### config.mk
export PLATFORM = sky130hd
export DESIGN_NAME = nbit_universal_shift_register_flat
export DESIGN_NICKNAME = d
export VERILOG_FILES = /design/src/rtl/usr_pkg.sv /design/src/rtl/nbit_universal_shift_register_if.sv /design/src/rtl/usr_next_value.sv /design/src/rtl/nbit_universal_shift_register.sv /design/src/flat_wrapper.sv
export SDC_FILE = /design/constraint.sdc
export NUM_CORES = 1
export LEC_CHECK = 0
export CAP_MARGIN = 20
export CORE_UTILIZATION = 39
export CTS_BUF_LIST = sky130_fd_sc_hd__clkbuf_16
export DETAILED_ROUTE_END_ITERATION = 16
export PLACE_DENSITY = 0.76
export SYNTH_ARGS = -nofsm -noshare
export SYNTH_HDL_FRONTEND = slang
export SYNTH_SLANG_ARGS = --single-unit
### constraint.sdc
create_clock -name clk -period 1.2 [get_ports clk]
set_input_delay 0.18 -clock clk [delete_from_list [all_inputs] [get_ports clk]]
set_output_delay 0.18 -clock clk [all_outputs]
set_load 0.05 [all_outputs]
### src/rtl/usr_pkg.sv
// Shared constants for the universal shift register: operation codes and the
// encoding of the two-state serialise controller.
package usr_pkg;

   localparam int MODE_W = 3;

   localparam logic [MODE_W-1:0] MODE_HOLD = 3'b000;
   localparam logic [MODE_W-1:0] MODE_LOAD = 3'b001;
   localparam logic [MODE_W-1:0] MODE_SHL  = 3'b010;
   localparam logic [MODE_W-1:0] MODE_SHR  = 3'b011;
   localparam logic [MODE_W-1:0] MODE_ROL  = 3'b100;
   localparam logic [MODE_W-1:0] MODE_ROR  = 3'b101;
   localparam logic [MODE_W-1:0] MODE_SER  = 3'b110;
   localparam logic [MODE_W-1:0] MODE_RSVD = 3'b111;

   localparam logic [0:0] ST_IDLE     = 1'b0;
   localparam logic [0:0] ST_SHIFTING = 1'b1;

endpackage

### src/rtl/nbit_universal_shift_register_if.sv
// Control/data bundle of the universal shift register; the master drives
// operation requests, the slave (the register) returns contents and status.
interface nbit_universal_shift_register_if #(
   parameter int WIDTH = 8
);
   import usr_pkg::*;

   logic              preset;
   logic [MODE_W-1:0] mode;
   logic [WIDTH-1:0]  d;
   logic              serial_in;
   logic [WIDTH-1:0]  q;
   logic [WIDTH-1:0]  q_bar;
   logic              ser_out;
   logic              busy;
   logic              done;

   modport master (
      output preset, mode, d, serial_in,
      input  q, q_bar, ser_out, busy, done
   );

   modport slave (
      input  preset, mode, d, serial_in,
      output q, q_bar, ser_out, busy, done
   );

endinterface

### src/rtl/usr_next_value.sv
// Combinational next-contents selector: picks load, shift or rotate of the
// current word according to the operation code.
module usr_next_value
   import usr_pkg::*;
#(
   parameter int WIDTH = 8
) (
   input  logic [MODE_W-1:0] mode,
   input  logic [WIDTH-1:0]  q,
   input  logic [WIDTH-1:0]  d,
   input  logic              serial_in,
   output logic [WIDTH-1:0]  q_next
);

   always_comb begin
      q_next = q;
      case (mode)
         MODE_LOAD, MODE_SER: q_next = d;
         MODE_SHL:            q_next = {q[WIDTH-2:0], serial_in};
         MODE_SHR:            q_next = {serial_in, q[WIDTH-1:1]};
         MODE_ROL:            q_next = {q[WIDTH-2:0], q[WIDTH-1]};
         MODE_ROR:            q_next = {q[0], q[WIDTH-1:1]};
         default:             q_next = q;
      endcase
   end

endmodule

### src/rtl/nbit_universal_shift_register.sv
// WIDTH-bit register with load/shift/rotate and an automatic LSB-first
// serialiser that pulses done once the whole word has been shifted out.
module nbit_universal_shift_register
   import usr_pkg::*;
#(
   parameter int WIDTH = 8,
   parameter int CNT_W = $clog2(WIDTH + 1)
) (
   input logic                            clk,
   input logic                            rst,
   nbit_universal_shift_register_if.slave bus
);

   generate
      if (WIDTH < 2) begin : g_width_check
         $error("nbit_universal_shift_register: WIDTH must be 2 or more");
      end
   endgenerate

   logic [WIDTH-1:0]  q_reg, q_next;
   logic [0:0]        state_reg, state_next;
   logic [CNT_W-1:0]  count_reg, count_next;
   logic              done_reg, done_next;
   logic [MODE_W-1:0] eff_mode;

   // While serialising the datapath is forced into a plain right shift,
   // so the user's mode code has no effect until the controller is idle.
   assign eff_mode = (state_reg == ST_SHIFTING) ? MODE_SHR : bus.mode;

   usr_next_value #(
      .WIDTH (WIDTH)
   ) u_next_value (
      .mode      (eff_mode),
      .q         (q_reg),
      .d         (bus.d),
      .serial_in (bus.serial_in),
      .q_next    (q_next)
   );

   always_comb begin
      state_next = state_reg;
      count_next = count_reg;
      done_next  = 1'b0;
      if (!bus.preset) begin
         state_next = ST_IDLE;
         count_next = '0;
      end else if (state_reg == ST_SHIFTING) begin
         count_next = count_reg - CNT_W'(1);
         if (count_reg == CNT_W'(1)) begin
            state_next = ST_IDLE;
            done_next  = 1'b1;
         end
      end else if (bus.mode == MODE_SER) begin
         state_next = ST_SHIFTING;
         count_next = CNT_W'(WIDTH);
      end
   end

   always_ff @(posedge clk) begin
      if (!rst) begin
         q_reg     <= '0;
         state_reg <= ST_IDLE;
         count_reg <= '0;
         done_reg  <= 1'b0;
      end else begin
         q_reg     <= bus.preset ? q_next : {WIDTH{1'b1}};
         state_reg <= state_next;
         count_reg <= count_next;
         done_reg  <= done_next;
      end
   end

   assign bus.q       = q_reg;
   assign bus.q_bar   = ~q_reg;
   assign bus.ser_out = q_reg[0];
   assign bus.busy    = (state_reg == ST_SHIFTING);
   assign bus.done    = done_reg;

endmodule
### src/flat_wrapper.sv
// flat-port wrapper written by rule: the top's interface ports become plain ports
module nbit_universal_shift_register_flat import usr_pkg::*;
#(
   parameter int WIDTH = 8,
   parameter int CNT_W = $clog2(WIDTH + 1)
)
  (clk, rst, bus_preset, bus_mode, bus_d, bus_serial_in, bus_q, bus_q_bar, bus_ser_out, bus_busy, bus_done);
  nbit_universal_shift_register_if #(.WIDTH(WIDTH)) bus_i ();
  input logic clk;
  input logic rst;
  input wire logic [$bits(bus_i.preset)-1:0] bus_preset;
  input wire logic [$bits(bus_i.mode)-1:0] bus_mode;
  input wire logic [$bits(bus_i.d)-1:0] bus_d;
  input wire logic [$bits(bus_i.serial_in)-1:0] bus_serial_in;
  output wire logic [$bits(bus_i.q)-1:0] bus_q;
  output wire logic [$bits(bus_i.q_bar)-1:0] bus_q_bar;
  output wire logic [$bits(bus_i.ser_out)-1:0] bus_ser_out;
  output wire logic [$bits(bus_i.busy)-1:0] bus_busy;
  output wire logic [$bits(bus_i.done)-1:0] bus_done;
  assign bus_i.preset = bus_preset;
  assign bus_i.mode = bus_mode;
  assign bus_i.d = bus_d;
  assign bus_i.serial_in = bus_serial_in;
  assign bus_q = bus_i.q;
  assign bus_q_bar = bus_i.q_bar;
  assign bus_ser_out = bus_i.ser_out;
  assign bus_busy = bus_i.busy;
  assign bus_done = bus_i.done;
  nbit_universal_shift_register #(.WIDTH(WIDTH), .CNT_W(CNT_W)) u_core (.clk(clk), .rst(rst), .bus(bus_i));
endmodule
==> reports/results.md <==
| Result | Reported |
|---|---|
| # hold bufs at CTS | 0 |
| Pwr dens | 1160 nW/um^2 |
| Count of cell types in the netlist | 29 |
| I/O Pins | 34 |
| Kind of launch point of the worst setup path | flop |
| Warnings from Yosys | 0 |
| CP arrival | 1.39 ns |
| Wirelength per Cell | 19.1 um |
| Antenna-violating nets left | 0 |
| Diode count | 0 |
| Count of clock tree sinks | 14 |
| Die outline width | 49.8 um |
| CP startpoint | u_core.bus.busy$_SDFF_PN0_ |
| Via count of the first global-routing pass | 1043 |
| Weighted congestion at the end of routability-driven global placement | 0.948 |
| Proportion of total power due to net switching | 0.335 |
| Final max-slew violation count | 0 |
| Combined area of all synthesized cells | 890 um^2 |
| Max-Cap Viols | 0 |
| Setup repair after global routing missed its margin | true |
| Relative slew margins | 0.760 |
| Leakage component of the power | 0.705 nW |
| Gate power share | 0.408 |
| Global-route wire length before repair | 5.06 mm |
| Largest register FFs | 8 |
| Timing-limited maximum frequency | 800 MHz |
| Syn-to-layout area delta | 96.3% |
| Worst setup slack after layout | -0.0493 ns |
| Number of buffers added by the clock tree synthesis step | 3 |
| Detailed placement HPWL | 2.16 mm |
| Number of rows in the core area | 16 |
| Initial antenna violation count | 0 |
| Total Die Area | 2480 um^2 |
| Share of cells above drive strength 1 | 0.439 |
| Cell Area, Placed | 1560 um^2 |
| Reg2Reg Setup Slack | -0.05 ns |
| Endpoint of the lowest-slack register-to-register path | u_core.bus.q[0]$_SDFFE_PN0P_ |
| Count of buffers from port buffering | 33 |
| Syn nets | 124 |
| Overall routing resource usage | 0.272 |
| Final setup violation count | 2 |
| CTS tree | yes |
| Final Hold Viols | 0 |
| Avg Inst Size Synth | 8.31 um^2 |
| Clock latency on the worst-skew pair | 0.24 ns |
| Nets | 173 |
| Global-route congestion overflow total | 0 |
| Starting density of the core | 0.431 |
| Share of synthesized area occupied by flip-flops and latches | 0.315 |
| Data required, critical path | 1.34 ns |
| Setup TNS | -0.0748 ns |
| Switching power | 677 uW |
| Peak supply drop | 0.944 mV |
| Number of storage elements in the synthesis netlist | 14 |
| Final setup skew | 0.00164 ns |
| Largest fanout of any net on the critical path | 14 |
| Initial DRT Pass Iterations | 4 |
| Number of DRC violations after detailed-routing iteration 0 | 32 |
| Maximum number of pins on one net before global-route repair | 16 |
| Fillers | 106 |
| Register clock-pin slew on the reported worst setup and hold paths | 0.05 ns |
| Post-route clock period utilization | 1.04 |
| H-tree depth reported by CTS | 1 |
| Area of the core | 2060 um^2 |
| Capturing element type of the critical path | flop |
| Detailed-route via count | 1061 |
| CTS root buf | sky130_fd_sc_hd__clkbuf_16 |
| Crit Reg-Reg Startpoint | u_core.bus.busy$_SDFF_PN0_ |
| Core utilization of the finished layout | 0.847 |
| Internal power consumption | 1.34 mW |
| Length in cells of the worst reg-to-reg path | 3 |
| Clock network fraction of total power | 0.317 |
| Critical path destination | u_core.bus.q[0]$_SDFFE_PN0P_ |
| Share of total power in sequential cells | 0.276 |
| Kind of path behind the tightest hold check | input pin to flop |
| Post-route DRC violation count | 0 |
| Drt total wl | 3.47 mm |
| Vertical die dimension | 49.8 um |
| Avg Vias per Cell | 5.83 |
| Setup Crit Path Kind | flop to flop |
| Syn Inst Count | 107 |
| Minimum clock period after layout | 1.25 ns |
| Transition time at the pin with the least slew margin | 0.359 ns |
| Outcome | finished, violations left |
| Failing checks | negative setup slack |
| Max clock buf depth | 2 |
| Post-layout instance area | 1750 um^2 |
==> routing by layer <==
layer  GRT usage  vias to the layer above  part of all wire
met5           0                        -                 0
li1            -                      480                 -
met1       0.320                      500              0.39
met4       0.105                        0             0.040
met3      0.0370                       15             0.061
met2       0.491                       66              0.51
==> area by class of cell <==
type                            count  area (um^2)  area share
Timing Repair Buffer               52          681       0.390
Multi-Input combinational cell     74          574       0.329
Sequential cell                    14          312       0.178
Clock buffer                        3         75.1      0.0430
Inverter                           11         67.6      0.0387
Tap cell                           27         33.8      0.0193
Clock inverter                      1         3.75     0.00215
==> worst max-delay path, cell delays in order, from the launching register on <==
cell,delay (ns)
sky130_fd_sc_hd__dfxtp_4,0.41
sky130_fd_sc_hd__buf_4,0.16
sky130_fd_sc_hd__o32a_1,0.35
sky130_fd_sc_hd__a31oi_1,0.23
==> repair_timing <==
| item | in CTS | in global routing |
|---|---|---|
| setup endpoints to repair | 13 | 11 |
| resized for setup | 15 | 13 |
| pin swaps | 4 | 4 |
| setup buffers | 5 | 2 |
==> cell usage after synthesis <==
master | n | area, um^2
sky130_fd_sc_hd__o32a_1 | 1 | 10.0
sky130_fd_sc_hd__a31oi_1 | 1 | 6.26
sky130_fd_sc_hd__buf_2 | 1 | 5.00
sky130_fd_sc_hd__nand2_1 | 3 | 11.3
sky130_fd_sc_hd__dfxtp_1 | 14 | 280
sky130_fd_sc_hd__nor4b_1 | 1 | 8.76
sky130_fd_sc_hd__o21ai_1 | 1 | 5.00
sky130_fd_sc_hd__a211oi_1 | 1 | 7.51
sky130_fd_sc_hd__xor2_4 | 1 | 27.5
sky130_fd_sc_hd__xnor2_1 | 1 | 8.76
sky130_fd_sc_hd__xor2_1 | 1 | 8.76
sky130_fd_sc_hd__nor3_1 | 3 | 15.0
sky130_fd_sc_hd__nor2b_1 | 10 | 62.6
sky130_fd_sc_hd__a21oi_2 | 1 | 8.76
sky130_fd_sc_hd__nor3b_1 | 1 | 7.51
sky130_fd_sc_hd__buf_1 | 1 | 3.75
sky130_fd_sc_hd__inv_1 | 11 | 41.3
sky130_fd_sc_hd__o21ai_0 | 12 | 60.1
sky130_fd_sc_hd__nand4bb_1 | 1 | 11.3
sky130_fd_sc_hd__and3_1 | 1 | 6.26
sky130_fd_sc_hd__buf_4 | 3 | 22.5
sky130_fd_sc_hd__a21oi_1 | 12 | 60.1
sky130_fd_sc_hd__nor2_1 | 4 | 15.0
sky130_fd_sc_hd__nand3_1 | 1 | 5.00
sky130_fd_sc_hd__o221a_1 | 6 | 67.6
sky130_fd_sc_hd__mux2i_1 | 7 | 70.1
sky130_fd_sc_hd__ha_1 | 2 | 25.0
sky130_fd_sc_hd__clkbuf_1 | 3 | 11.3
sky130_fd_sc_hd__and3b_1 | 2 | 17.5
==> placed cells by master, fill, tap and decap left out, drive strengths merged, types with 3 or more instances in the layout <==
master and n:
clkinvlp 7, nor3 3, mux2i 7, dfxtp 14
o21ai 13, clkbuf 4, o221a 6, inv 4
nor2b 10, clkdlybuf4s50 10, nand2 3, a21oi 13
buf 39, nor2 4
==> stage by stage <==
| stage | hold slack [ns] | power, mW | std cells | setup WS (ns) |
|---|---|---|---|---|
| 4_1_cts | 0.502 | 1.98 | 180 | 0.00232 |
| 3_5_place_dp | 0.495 | 1.32 | 171 | -0.638 |
| 3_3_place_gp | 0.454 | 1.31 | 171 | -0.545 |
| 2_1_floorplan | 0.308 | 0.939 | 107 | -0.0173 |
| 6_report | 0.440 | 2.02 | 182 | -0.0493 |
| 5_1_grt | 0.458 | 2.08 | 182 | -0.130 |
==> how the worst min path moves through the flow <==
stage	from	to	slack, ns	cells past startpoint
global route	bus_preset	u_core.bus.q[0]$_SDFFE_PN0P_	0.46	3
global placement	u_core.count_reg[3]$_SDFFE_PN0P_	u_core.count_reg[3]$_SDFFE_PN0P_	0.45	1
detailed placement	u_core.count_reg[3]$_SDFFE_PN0P_	u_core.count_reg[3]$_SDFFE_PN0P_	0.50	1
floorplan	rst	u_core.bus.q[1]$_SDFFE_PN0P_	0.31	2
CTS	u_core.count_reg[3]$_SDFFE_PN0P_	u_core.count_reg[3]$_SDFFE_PN0P_	0.50	1
finish	bus_preset	u_core.bus.q[0]$_SDFFE_PN0P_	0.44	3
==> power by group through the flow <==
stage	logic, mW	clock network, mW	registers, mW
3_3_place_gp	0.750	0	0.556
3_5_place_dp	0.766	0	0.558
5_1_grt	0.854	0.669	0.558
4_1_cts	0.794	0.640	0.551
6_report	0.823	0.639	0.556
2_1_floorplan	0.299	0	0.640
==> logic make-up after synthesis <==
kind of cell	synth area share
adder cells (fa/ha/maj)	0.0281
flip-flops	0.315
multiplexers	0.0788
AO/OA/AOI/OAI	0.253
XOR/XNOR	0.0506
AND/OR/NAND/NOR	0.180
buffers and inverters	0.0942
Power figures use the tool's default switching activity.
